**src/rtl/pwm_pkg.sv**
```systemverilog
// Shared definitions for the PWM datapath: duty width, default PWM period,
// ramp controller state encoding and the command record.
package pwm_pkg;

  localparam int DUTY_W            = 32'sd8;
  localparam int PWM_PERIOD_CYCLES = 32'sd100000;

  typedef enum logic [0:0] {
    IDLE = 1'b0,
    RAMP = 1'b1
  } ramp_state_t;

  typedef struct packed {
    logic [DUTY_W-1:0] target;
    logic [DUTY_W-1:0] step;
  } cmd_t;

  // Distance between two duty values, one bit wider so it can never wrap.
  function automatic logic [DUTY_W:0] abs_diff(input logic [DUTY_W-1:0] a,
                                               input logic [DUTY_W-1:0] b);
    logic [DUTY_W:0] d;
    if (a >= b) begin
      d = {1'b0, a} - {1'b0, b};
    end else begin
      d = {1'b0, b} - {1'b0, a};
    end
    return d;
  endfunction

endpackage

```
**src/rtl/pwm_tick_gen.sv**
```systemverilog
// Free-running period counter. tick is high for one clk cycle at the end of
// every TICK_DIV-cycle period; shared with the PWM compare stage so both see
// the same period boundaries.
module pwm_tick_gen
  import pwm_pkg::*;
#(
  parameter int TICK_DIV = pwm_pkg::PWM_PERIOD_CYCLES
) (
  input  logic clk,
  input  logic rst_n,
  output logic tick
);

  localparam int               CNT_W    = (TICK_DIV > 32'sd1) ? $clog2(TICK_DIV) : 32'sd1;
  localparam logic [CNT_W-1:0] CNT_LAST = CNT_W'(TICK_DIV - 32'sd1);
  localparam logic [CNT_W-1:0] CNT_ONE  = CNT_W'(32'd1);
  localparam logic [CNT_W-1:0] CNT_ZERO = CNT_W'(32'd0);

  logic [CNT_W-1:0] count_r;

  assign tick = (count_r == CNT_LAST);

  // Period counter: 0..TICK_DIV-1, wrapping; never restarted by commands.
  always_ff @(posedge clk or negedge rst_n) begin
    if (!rst_n) begin
      count_r <= CNT_ZERO;
    end else if (tick) begin
      count_r <= CNT_ZERO;
    end else begin
      count_r <= count_r + CNT_ONE;
    end
  end

endmodule

```
**src/rtl/pwm_duty_ramp.sv**
```systemverilog
// Duty ramp controller feeding the PWM compare stage. Takes target/step
// commands over valid/ready, slews the duty toward the target once per PWM
// period and keeps one queued command so fades can be chained back to back.
module pwm_duty_ramp
  import pwm_pkg::*;
#(
  parameter int                     DUTY_W    = pwm_pkg::DUTY_W,
  parameter int                     TICK_DIV  = pwm_pkg::PWM_PERIOD_CYCLES,
  parameter logic [DUTY_W-1:0]      INIT_DUTY = {DUTY_W{1'b0}}
) (
  input  logic              clk,
  input  logic              rst_n,
  input  logic              cmd_valid,
  output logic              cmd_ready,
  input  logic [DUTY_W-1:0] cmd_target,
  input  logic [DUTY_W-1:0] cmd_step,
  output logic [DUTY_W-1:0] duty,
  output logic              duty_update,
  output logic              busy,
  output logic              done
);

  // Command records use the package width; DUTY_W is expected to match it.
  localparam logic [DUTY_W-1:0] STEP_ZERO = {DUTY_W{1'b0}};

  ramp_state_t       state_r, state_next_s;
  cmd_t              active_r, active_next_s;
  cmd_t              pend_r, pend_next_s;
  cmd_t              cmd_in_s;
  logic              pend_valid_r, pend_valid_next_s;
  logic [DUTY_W-1:0] duty_r, duty_next_s;
  logic              duty_update_r;
  logic              busy_r;
  logic              done_r, done_next_s;
  logic              tick_s;
  logic              accept_s;
  logic [DUTY_W:0]   diff_s;
  logic              finish_s;

  pwm_tick_gen #(
    .TICK_DIV (TICK_DIV)
  ) u_tick (
    .clk   (clk),
    .rst_n (rst_n),
    .tick  (tick_s)
  );

  // The queued slot is the only thing that can refuse a command.
  assign cmd_ready = ~pend_valid_r;
  assign accept_s  = cmd_valid & ~pend_valid_r;
  assign cmd_in_s  = {cmd_target, cmd_step};

  // A step of zero, or a remaining distance within one step, lands exactly.
  assign diff_s   = abs_diff(active_r.target, duty_r);
  assign finish_s = (active_r.step == STEP_ZERO) || (diff_s <= {1'b0, active_r.step});

  assign duty        = duty_r;
  assign duty_update = duty_update_r;
  assign busy        = busy_r;
  assign done        = done_r;

  // Next-state, next-duty and command slot management.
  always_comb begin
    state_next_s      = state_r;
    duty_next_s       = duty_r;
    active_next_s     = active_r;
    pend_next_s       = pend_r;
    pend_valid_next_s = pend_valid_r;
    done_next_s       = 1'b0;

    case (state_r)
      IDLE: begin
        if (accept_s) begin
          active_next_s = cmd_in_s;
          state_next_s  = RAMP;
        end else begin
          state_next_s  = IDLE;
        end
      end

      RAMP: begin
        if (tick_s && finish_s) begin
          duty_next_s = active_r.target;
          done_next_s = 1'b1;
          if (pend_valid_r) begin
            // Chain straight into the queued fade; no idle gap.
            active_next_s     = pend_r;
            pend_valid_next_s = 1'b0;
          end else if (accept_s) begin
            // Command arriving on the completing tick skips the queue.
            active_next_s = cmd_in_s;
          end else begin
            state_next_s = IDLE;
          end
        end else begin
          if (tick_s) begin
            if (active_r.target > duty_r) begin
              duty_next_s = duty_r + active_r.step;
            end else begin
              duty_next_s = duty_r - active_r.step;
            end
          end else begin
            duty_next_s = duty_r;
          end
          if (accept_s) begin
            pend_next_s       = cmd_in_s;
            pend_valid_next_s = 1'b1;
          end else begin
            pend_valid_next_s = pend_valid_r;
          end
        end
      end

      default: begin
        state_next_s      = IDLE;
        pend_valid_next_s = 1'b0;
      end
    endcase
  end

  // Controller state and command slots.
  always_ff @(posedge clk or negedge rst_n) begin
    if (!rst_n) begin
      state_r      <= IDLE;
      active_r     <= '{target: {DUTY_W{1'b0}}, step: {DUTY_W{1'b0}}};
      pend_r       <= '{target: {DUTY_W{1'b0}}, step: {DUTY_W{1'b0}}};
      pend_valid_r <= 1'b0;
    end else begin
      state_r      <= state_next_s;
      active_r     <= active_next_s;
      pend_r       <= pend_next_s;
      pend_valid_r <= pend_valid_next_s;
    end
  end

  // Registered outputs: duty and its change/status pulses.
  always_ff @(posedge clk or negedge rst_n) begin
    if (!rst_n) begin
      duty_r        <= INIT_DUTY;
      duty_update_r <= 1'b0;
      busy_r        <= 1'b0;
      done_r        <= 1'b0;
    end else begin
      duty_r        <= duty_next_s;
      duty_update_r <= (duty_next_s != duty_r);
      busy_r        <= (state_next_s == RAMP);
      done_r        <= done_next_s;
    end
  end

endmodule

```
**config.mk**
```make
export PLATFORM = sky130hd
export DESIGN_NAME = pwm_duty_ramp
export DESIGN_NICKNAME = d
export VERILOG_FILES = /design/src/rtl/pwm_pkg.sv /design/src/rtl/pwm_tick_gen.sv /design/src/rtl/pwm_duty_ramp.sv
export SDC_FILE = /design/constraint.sdc
export NUM_CORES = 1
export LEC_CHECK = 0
export CAP_MARGIN = 20
export CORE_MARGIN = 5
export CORE_UTILIZATION = 30
export DETAILED_ROUTE_END_ITERATION = 6
export SYNTH_ARGS = -nofsm -noshare
export SYNTH_HDL_FRONTEND = slang
export SYNTH_SLANG_ARGS = --single-unit
```
**constraint.sdc**
```tcl
create_clock -name clk -period 4.25 [get_ports clk]
set_input_delay 0.85 -clock clk [delete_from_list [all_inputs] [get_ports clk]]
set_output_delay 0.85 -clock clk [all_outputs]
set_load 0.02 [all_outputs]
```
==> results.md, run 1 <==
- Status: complete, no violations
- Syn nets: slightly below 500
- Gpl congestion: 0.955
- Crit-path cells: inv_2 > ha_4 > inv_2 > fa_2 > a21o_1 > a21oi_1 > and3_1 > a31oi_4 > a221oi_2 > o221ai_1 > xnor2_1 > ha_1 > nand4_1 > nor2_1 > a211oi_2 > o31ai_1 > and3b_2 > a21bo_1 > or2_4 > clkbuf_16 > mux2_4
- Max Clock Skew: 0.00734 ns
- Diode count: 0
- Final hold vios: 0
- Total CTS buffers: 9
- Power Internal: ~1 mW
- CTS max path bufs: 2
- CP bufs+invs: 3
- Least-Margin Pin Slew: between 0.9 and 1 ns
- CTS tree: yes
- Chip width: 127 µm
- Std cell rows: 43
- H-tree levels: 3
- Setup WS post-layout: about 0.097 ns
- CP Data Required Time: 4.46 ns
- Netlist Area Pre-Place: 4140 µm²
- Yosys warns: 0
- Comb pwr share: 2.4%
- Clock-pin transition on the worst setup and hold timing paths: approximately 0.050 ns
- Max-cap check violation count: 0
- Initial DRC count: 140
- Drt first pass iters: 4
- CP endpoint kind: flip-flop
- Startpoint Class: flip-flop
- Asr flop ratio synth: 100%
- Top FF cell, synth: dfrtp_1
- Die ar.: 16200 µm²
- Largest net degree at the start of global routing: 43
- Peak Freq: 0.241 GHz
- Post-place setup slack: 0.0610 ns
- Clk pwr share: 51.8%
- Worst vdd ir: 0.176 mV
- Min Tclk post-route: between 4 and 5 ns
- Post-route insts no fill: around 680
- Area of the multi-input gates: around 2500 µm²
- Antenna violations before repair: 0
- Switching Power: 0.266 mW
- Via count: 3504
- Worst skew pair latency: ~0.33 ns
- Switching share of power: 21.0%
- Max Slew Vio Count: 0
- Layout cells sized above 1: 21.0%
- Synthesized flop and latch total: 61
- Height of the chip: 127 µm
- Worst path top cell family by delay: compound AO/OA/AOI/OAI gates
- Distinct cells, synth: 56
- Worst min path class: flip-flop to flip-flop
- # DRC: 0
- Top Ports: 31
- Synth Area per Inst: 9.69 µm²
- Initial Utilization: between 30 and 40%
- Final setup violation count: 0
- Congestion Overflow GR: 0
- Vias in the first global route: 3428
- Pwr Total: 1.27 mW
- Nets@finish: 546
- Fill cell total of the finished layout: 1365
- Leak Pwr: 2.34 nW
- Root Driver: clkbuf_16
- Crit path max-delay cell type: dfrtp_2
- Seq/Total Area, Yosys: 36.9%
- Post-synth EDFFs: 0
- Max-Slew Margin vs Limit: a little under two fifths
- Gate Count Post-Synth: 427
- Area of the core: 13700 µm²
- Fin crit share: between 90% and 100%
- Crit-path most repeated cell: inv_2
- Area growth syn-to-layout: 28.2%
- Post-Place Cells: 652
- Unrepaired setup endpoints after global routing: true
- Vias/cell: ~5.2
- CP max stage delay: around 0.4 ns
- DP HPWL: 8440 µm
- Crit path DAT: approximately 4.4 ns
- CP max FO: 4
- Antenna Nets Post-Route: 0
- Setup CP Type: flip-flop to flip-flop
- First-pass GRT wire length: ~18000 µm
- # clock sinks: 61
- Input/output buffers: 30
- GR Util All Layers: 13.6%
- Sequential share of power: between 40% and 50%
- Pwr dens: 239 nW/µm²
- WL final: 11100 µm
- Sequential Area: between 1500 and 2000 µm²
- Per-cell routed wire length: approximately 16 µm
## cells in the mapped netlist, types with 4 or more instances
master	count	area, µm²
dfrtp_1	61	1530
ha_1	33	413
inv_1	33	124
nor2_1	31	116
nand2_1	26	97.6
o21ai_0	23	115
xnor2_1	22	193
a21oi_1	21	105
o22ai_1	18	113
a2bb2oi_1	16	140
xor2_1	12	105
nand3_1	10	50.1
mux2_4	9	135
mux2_2	8	90.1
a211oi_1	7	52.6
and3_1	7	43.8
clkbuf_1	7	26.3
nand4_1	7	43.8
mux2i_1	6	60.1
nor3_1	5	25.0
and4_1	4	35.0
nand2b_1	4	25.0
nor2b_1	4	25.0
## final timing paths
path	start	to	slack [ns]	cells past startpoint
setup / recovery	duty[0]	pend_r[2]	0.1	21
hold / removal	u_tick.count_r[0]	u_tick.count_r[0]	0.47	1
max in group asynchronous	rst_n	duty[5]	2.72	2
min in group asynchronous	rst_n	pend_r[4]	0.67	1
hold reg to reg	u_tick.count_r[0]	u_tick.count_r[0]	0.47	1
setup reg to reg	duty[0]	pend_r[2]	0.1	21
## power by group through the flow
| stage | logic [mW] | registers [mW] | clock network, mW |
|---|---|---|---|
| 6_report | 0.0308 | 0.582 | 0.658 |
| 5_1_grt | 0.0348 | 0.581 | 0.698 |
| 4_1_cts | 0.0318 | 0.581 | 0.671 |
| 3_5_place_dp | 0.0316 | 0.591 | 0 |
| 3_3_place_gp | 0.0311 | 0.591 | 0 |
| 2_1_floorplan | 0.000292 | 0.592 | 0 |
## cells by family (layout without fill, tap and decap cells)
family	count (synthesis)	count (layout)	synth area share (%)
flip-flops	61	61	36.9
XOR/XNOR	35	35	7.74
multiplexers	23	23	6.89
adder cells (fa/ha/maj)	36	36	11.4
AND/OR/NAND/NOR	108	108	13.0
buffers and inverters	47	116	4.90
AO/OA/AOI/OAI	117	117	19.2
## cells in the final DEF, fill, tap and decap left out, types with 9 or more instances in the layout
cell / netlist / layout
xnor2_1: 22 / 22
dfrtp_1: 61 / 54
clkdlybuf4s50_1: 0 / 29
buf_4: 0 / 33
nand3_1: 10 / 10
o21ai_0: 23 / 21
mux2_4: 9 / 9
clkbuf_16: 0 / 11
xor2_1: 12 / 12
nand2_1: 26 / 25
o22ai_1: 18 / 18
nor2_1: 31 / 30
inv_1: 33 / 26
a2bb2oi_1: 16 / 15
a21oi_1: 21 / 20
ha_1: 33 / 29
## area by class of cell
type / count / area share (%)
clock inverters: 4 / 0.448
well taps: 180 / 4.24
multi-input cells: 319 / 47.6
flip-flops and latches: 61 / 28.9
clock buffers: 12 / 4.64
repair buffers: 67 / 11.8
inverters: 33 / 2.33
## per-stage QoR
| step | TNS (ns) | hold slack (ns) | utilization (%) | instance area (µm²) |
|---|---|---|---|---|
| floorplan | 0 | 0.448 | - | 4220 |
| global placement | 0 | 0.466 | 35.5 | 4870 |
| detailed placement | 0 | 0.474 | 35.5 | 4870 |
| CTS | 0 | 0.481 | 37.5 | 5140 |
| global route | -1.06 | 0.511 | 38.7 | 5310 |
| finish | 0 | 0.475 | 38.7 | 5310 |
## per-layer routing
layer  track usage (%)  routed length, µm  vias up
li1                  -                  -     1687
met3              2.68                507       22
met4              5.05                239        0
met1              18.6               5180     1692
met5                 0                  0        -
met2              21.2               5170      103
## flip-flops by register name, indices dropped and copies added, names as in the netlist
register	count
duty	8
busy	1
pend_r	16
pend_valid_r	1
u_tick.count_r	17
active_r	16
duty_update	1
done	1
## timing repair
item | 4_1_cts | 5_1_grt
gates resized for setup | 0 | 22
buffers inserted | 0 | 6
setup endpoints to repair | 0 | 27
hold endpoints to repair | 0 | 0
hold buffers | 0 | 0
Power figures use the tool's default switching activity.
==> run 2: changes to the inputs <==
--- a/config.mk
+++ b/config.mk
@@ -7,2 +7,3 @@
 export LEC_CHECK = 0
+export ABC_AREA = 1
 export CAP_MARGIN = 20
--- a/constraint.sdc
+++ b/constraint.sdc
@@ -3,2 +3,2 @@
 set_output_delay 0.85 -clock clk [all_outputs]
-set_load 0.02 [all_outputs]
+set_load 0.01 [all_outputs]
==> run 2 against run 1 <==
Against the previous run: core utilization shrank 1.3 points; power grew 6.0%; die area grew 5.3%; worst setup slack gained 0.12 ns.
==> results.md, run 2 <==
- Status: complete, no violations
- Top-area cell type share of the netlist area: 34.9%
- Pwr dens: roughly 250 nW/µm²
- Max Slew Vio Count: 0
- Setup CP Type: flip-flop to flip-flop
- CTS tree: yes
- Netlist Area Pre-Place: 4380 µm²
- Syn nets: 608
- WL final: between 10000 and 15000 µm
- CP Data Required Time: 4.46 ns
- Most common cell after layout, fill and taps aside: nand2_1
- Synth area leaders: dfrtp_1 (35%), nand2_1 (11%), ha_1 (9.4%)
- Gpl congestion: 0.910
- Setup WS post-layout: 0.221 ns
- Largest area contributor in the netlist: dfrtp_1
- Max-cap check violation count: 0
- Std cell rows: 44
- Asr flop ratio synth: 100%
- Top cells by count, synth: nand2_1 (124), inv_1 (86), dfrtp_1 (61), o21ai_0 (37), nand3_1 (34)
- CTS Hold Buffers Added: 0
- Most flops, register: u_tick.count_r
- CP max stage delay: 0.43 ns
- Initial Utilization: 30.4%
- Final hold vios: 0
- Worst skew pair latency: 0.33 ns
- Max-Slew Margin vs Limit: between 40 and 50%
- Nets@finish: 660
- Die ar.: roughly 17000 µm²
- Chip width: 131 µm
- Count leader, synth: nand2_1
- M1 WL: 5300 µm
- Post-synth EDFFs: 0
- Area of the core: between 10000 and 15000 µm²
- Via count: 3933
- Area growth syn-to-layout: 23.3%
- # clock sinks: 61
- Top FF cell, synth: dfrtp_1
- Biggest regs: u_tick.count_r x17, active_r x16, pend_r x16
- Total CTS buffers: 9
- Met2 Wirelength: between 5000 and 6000 µm
- Top layer reached by signal wires: met4
- Top Ports: 31
- Height of the chip: 131 µm
- Post-place setup slack: about 0.021 ns
- Worst path top cell family by delay: simple AND/OR/NAND/NOR gates
- Synth Area per Inst: around 8 µm²
- CP bufs+invs: 3
- Worst vdd ir: between 0.2 and 0.25 mV
- Initial DRC count: 295
- # DRC: 0
- Leak Pwr: between 2 and 3 nW
- Antenna Nets Post-Route: 0
- CP endpoint kind: flip-flop
- Vias/cell: 4.95
- Placed inst area: 4920 µm²
- Min Tclk post-route: 4.03 ns
- Post-route cell area: 5400 µm²
- Crit path DAT: 4.24 ns
- Antenna violations before repair: 0
- GR Util All Layers: 14.2%
- Fin crit share: 94.8%
- Yosys warns: 0
- CP max FO: 7
- DP HPWL: 9020 µm
- Startpoint Class: flip-flop
- Max reg flops: 17
- Peak Freq: 0.248 GHz
- Layout cells sized above 1: between 10% and 20%
- H-tree levels: 3
- Commonest non-fill, non-tap cells in the layout: nand2_1 (122), inv_1 (83), dfrtp_1 (59)
- Vias in the first global route: around 3800
- Diode count: 0
- Congestion Overflow GR: 0
- Drt first pass iters: 7
- Input/output buffers: 30
- Per-cell routed wire length: 14.9 µm
- Seq/Total Area, Yosys: 34.9%
- Root Driver: clkbuf_16
- Distinct cells, synth: 38
- Final setup violation count: 0
- Met3 wire length: 719 µm
- Crit path max-delay cell type: dfrtp_2
- Clock-pin transition on the worst setup and hold timing paths: around 0.06 ns
- First-pass GRT wire length: 19100 µm
- Max Clock Skew: 0.0122 ns
- Worst min path class: input port to asynchronous set/reset pin
- Gate Count Post-Synth: 553
- Least-Margin Pin Slew: 0.831 ns
- CTS max path bufs: 2
- Pwr Total: 1.35 mW
- Synthesized flop and latch total: 61
- Largest net degree at the start of global routing: between 40 and 50
- Crit-path most repeated cell: nand2_1
run 2: changes by cell type in the layout (fill, tap and decap cells not counted), moves of 6 or more:
cell       delta
nand2_1      +97
a2bb2oi_1    -15
a22oi_1      +15
nand3_1      +23
a211oi_1      -6
o21ai_0      +13
xnor2_1      -18
buf_4        -16
inv_1        +57
and3_1        -7
run 2: metrics by stage:
stage / hold WS, ns / cells / util, % / TNS (ns)
after global placement: 0.453 / 768 / 34.1 / 0
final: 0.463 / 794 / 37.4 / 0
after detailed placement: 0.461 / 768 / 34.1 / 0
after global routing: 0.484 / 794 / 37.4 / -0.00963
after floorplan: 0.433 / 553 / - / 0
after CTS: 0.470 / 784 / 36.2 / 0
run 2: worst paths after layout:
check | to | cells after the start | startpoint | slack [ns]
setup / recovery | pend_r[6] | 28 | duty[2] | 0.22
hold / removal | active_r[0] | 1 | rst_n | 0.46
setup reg to reg | pend_r[6] | 28 | duty[2] | 0.22
hold reg to reg | u_tick.count_r[7] | 1 | u_tick.count_r[7] | 0.47
max in group asynchronous | duty[7] | 2 | rst_n | 2.85
min in group clk | u_tick.count_r[7] | 1 | u_tick.count_r[7] | 0.47
run 2: timing repair:
item	in CTS	in global routing
setup endpoints to repair	0	43
resized for setup	0	29
buffers inserted	0	7
run 2: report_power, final:
group / switching, mW / internal [mW] / leakage (nW)
Sequential: 0 / 0.581 / 0.741
Clock: 0.267 / 0.468 / 0.143
Combinational: 0.0155 / 0.0155 / 1.80
Total: 0.282 / 1.06 / 2.68
run 2: area by class of cell:
type,count,area [µm²]
fill,1537,9030
multi-input combinational,396,2570
sequential,61,1530
timing repair buffer,48,434
inverter,89,342
clock buffer,12,246
tap,184,230
clock inverter,4,47.5
run 2: per-layer routing:
layer / vias up / GRT usage [%]
met1: 1819 / 19.0
met2: 129 / 22.3
met3: 29 / 3.33
li1: 1956 / -
met5: - / 0
met4: 0 / 5.20
run 2: cell families (layout without fill, tap and decap cells):
family	after synthesis	in the layout	synth area share (%)
DFF	61	61	34.9
muxes	16	16	4.89
xor gates and xnor gates	17	17	3.40
adders and majority gates	36	36	10.8
AOI/OAI and AO/OA	103	103	13.8
and+or+nand+nor	221	224	23.1
buffers and inverters	99	153	9.12
==> run 3: changes to the inputs <==
SETUP_SLACK_MARGIN = 0.02   (was not set)
TNS_END_PERCENT = 20   (was not set)
==> run 3 against run 2 <==
Against the previous run: non-clock buffer count unchanged; sequential power about the same; core utilization about the same; sequential share of layout area about the same; largest cell class unchanged; clock power about the same; global-route usage unchanged; critical endpoint unchanged; combinational power about the same.
==> results.md, run 3 (synthesis gave the netlist of run 2 again) <==
- Status: complete, no violations
- Die ar.: ~17000 µm²
- Pwr dens: 249 nW/µm²
- Root Driver: clkbuf_16
- Layout cells sized above 1: 13.6%
- CTS Hold Buffers Added: 0
- Pwr Total: 1.35 mW
- Antenna Nets Post-Route: 0
- Clock-pin transition on the worst setup and hold timing paths: 0.06 ns
- Worst vdd ir: 0.245 mV
- Peak Freq: 0.249 GHz
- Largest net degree at the start of global routing: 42
- Setup CP Type: flip-flop to flip-flop
- Startpoint Class: flip-flop
- Post-place setup slack: approximately 0.021 ns
- Area of the core: about 14000 µm²
- Switching Power: 0.282 mW
- Final setup violation count: 0
- Max reg flops: 17
- Worst r2r src: duty[6]
- Chip width: approximately 130 µm
- Biggest regs: u_tick.count_r x17, active_r x16, pend_r x16
- Input/output buffers: 30
- Nets@finish: 660
- Final hold vios: 0
- Vias/cell: 5.00
- Gpl congestion: 0.910
- Clk pwr share: 54.5%
- H-tree levels: 3
- Setup WS post-layout: approximately 0.23 ns
- Height of the chip: between 100 and 150 µm
- WL final: 11900 µm
- CTS tree: yes
- CTS max path bufs: 2
- Per-cell routed wire length: 15.0 µm
- Max-cap check violation count: 0
- Initial Utilization: a little under a third
- Crit path DAT: 4.23 ns
- # DRC: 0
- Max-Slew Margin vs Limit: 45.6%
- Max Slew Vio Count: 0
- Antenna violations before repair: 0
- Drt first pass iters: 5
- Least-Margin Pin Slew: 0.815 ns
- Congestion Overflow GR: 0
- Fill cell total of the finished layout: approximately 1500
- Worst min path class: input port to asynchronous set/reset pin
- First-pass GRT wire length: 19100 µm
- Min Tclk post-route: 4.02 ns
- Sequential share of power: 43.2%
- Fin crit share: between 90% and 100%
- Total CTS buffers: 9
- Area growth syn-to-layout: 23.3%
- Via count: 3972
- Comb pwr share: 2.3%
- WHS: 0.464 ns
- Initial DRC count: 252
- Worst skew pair latency: 0.33 ns
- Most flops, register: u_tick.count_r
- Power Internal: 1.06 mW
- DP HPWL: between 9000 and 10000 µm
- Std cell rows: 44
- Switching share of power: 20.9%
- GR Util All Layers: 14.2%
- Leak Pwr: 2.68 nW
- Max Clock Skew: 0.0113 ns
- Vias in the first global route: 3763
- Diode count: 0
- CP Data Required Time: approximately 4.5 ns
- Most common cell after layout, fill and taps aside: nand2_1
- Critical Path Source: duty[6]
- Top Ports: 31
- CP max FO: 7
- # clock sinks: just over 60
- CP endpoint kind: flip-flop
- Commonest non-fill, non-tap cells in the layout: nand2_1 (122), inv_1 (83), dfrtp_1 (59)
[run 3: cell counts in the layout (fill, tap and decap cells not counted)]
Identical to the previous run, type by type.
[run 3: layout make-up]
cell class / count / area (µm²) / share of cell area, %
clock buffer: 12 / 246 / 4.56
clock inverter: 4 / 47.5 / 0.880
inverter: 89 / 342 / 6.33
multi-input combinational: 396 / 2570 / 47.6
sequential: 61 / 1530 / 28.3
tap: 184 / 230 / 4.26
timing repair buffer: 48 / 434 / 8.04
[run 3: metal layers]
layer  share of wire (%)  wire length [µm]  track usage, %  vias up
li1                    -                 -               -     1960
met3                 5.5               656            3.33       27
met1                  45              5410            19.0     1856
met2                  46              5440            22.3      129
met4                 3.3               388            5.20        0
met5                   0                 0               0        -
[run 3: path summary, 6_finish.rpt]
check | endpoint | slack, ns | depth (start not counted)
hold reg to reg | u_tick.count_r[7] | 0.47 | 1
max in group asynchronous | duty[7] | 2.85 | 2
hold / removal | active_r[0] | 0.46 | 1
min in group clk | u_tick.count_r[7] | 0.47 | 1
setup reg to reg | pend_r[6] | 0.23 | 25
setup / recovery | pend_r[6] | 0.23 | 25
[run 3: power by group through the flow]
| stage | logic (mW) | registers (mW) | clock network, mW |
|---|---|---|---|
| after global placement | 0.0320 | 0.591 | 0 |
| final | 0.0311 | 0.581 | 0.734 |
| after floorplan | 0.000919 | 0.592 | 0 |
| after CTS | 0.0326 | 0.581 | 0.747 |
| after global routing | 0.0353 | 0.581 | 0.774 |
| after detailed placement | 0.0327 | 0.591 | 0 |
[run 3: critical path: stages (launching register included)]
cell and delay, ns:
dfrtp_1 0.34, inv_1 0.08, ha_1 0.41, a21o_1 0.25, a21oi_4 0.19, nand3_4 0.14, o21ai_0 0.23, xor2_1 0.22
inv_1 0.07, ha_1 0.30, nand2_1 0.08, nor2_2 0.13, nand2_1 0.06, nand3_1 0.06, nand2_1 0.05, nand2_1 0.05
nand2_1 0.04, nand2_1 0.05, nand2_1 0.07, nand2_2 0.09, nand2_4 0.10, nand2_8 0.11, inv_4 0.06, nor2_8 0.26
nand2_4 0.12, mux2_4 0.32
[run 3: timing repair]
item | in CTS | in global routing
gates resized for setup | 1 | 29
cloned | 0 | 3
setup endpoints to repair | 11 | 42
setup buffers | 0 | 7
pin swaps | 0 | 7
[run 3: through the flow]
| step | cell area (µm²) | utilization (%) | instances | setup TNS (ns) |
|---|---|---|---|---|
| 2_1_floorplan | 4380 | - | 553 | 0 |
| 3_3_place_gp | 4920 | 34.1 | 768 | 0 |
| 3_5_place_dp | 4920 | 34.1 | 768 | 0 |
| 4_1_cts | 5220 | 36.2 | 784 | 0 |
| 5_1_grt | 5400 | 37.4 | 794 | -0.00956 |
| 6_report | 5400 | 37.4 | 794 | 0 |
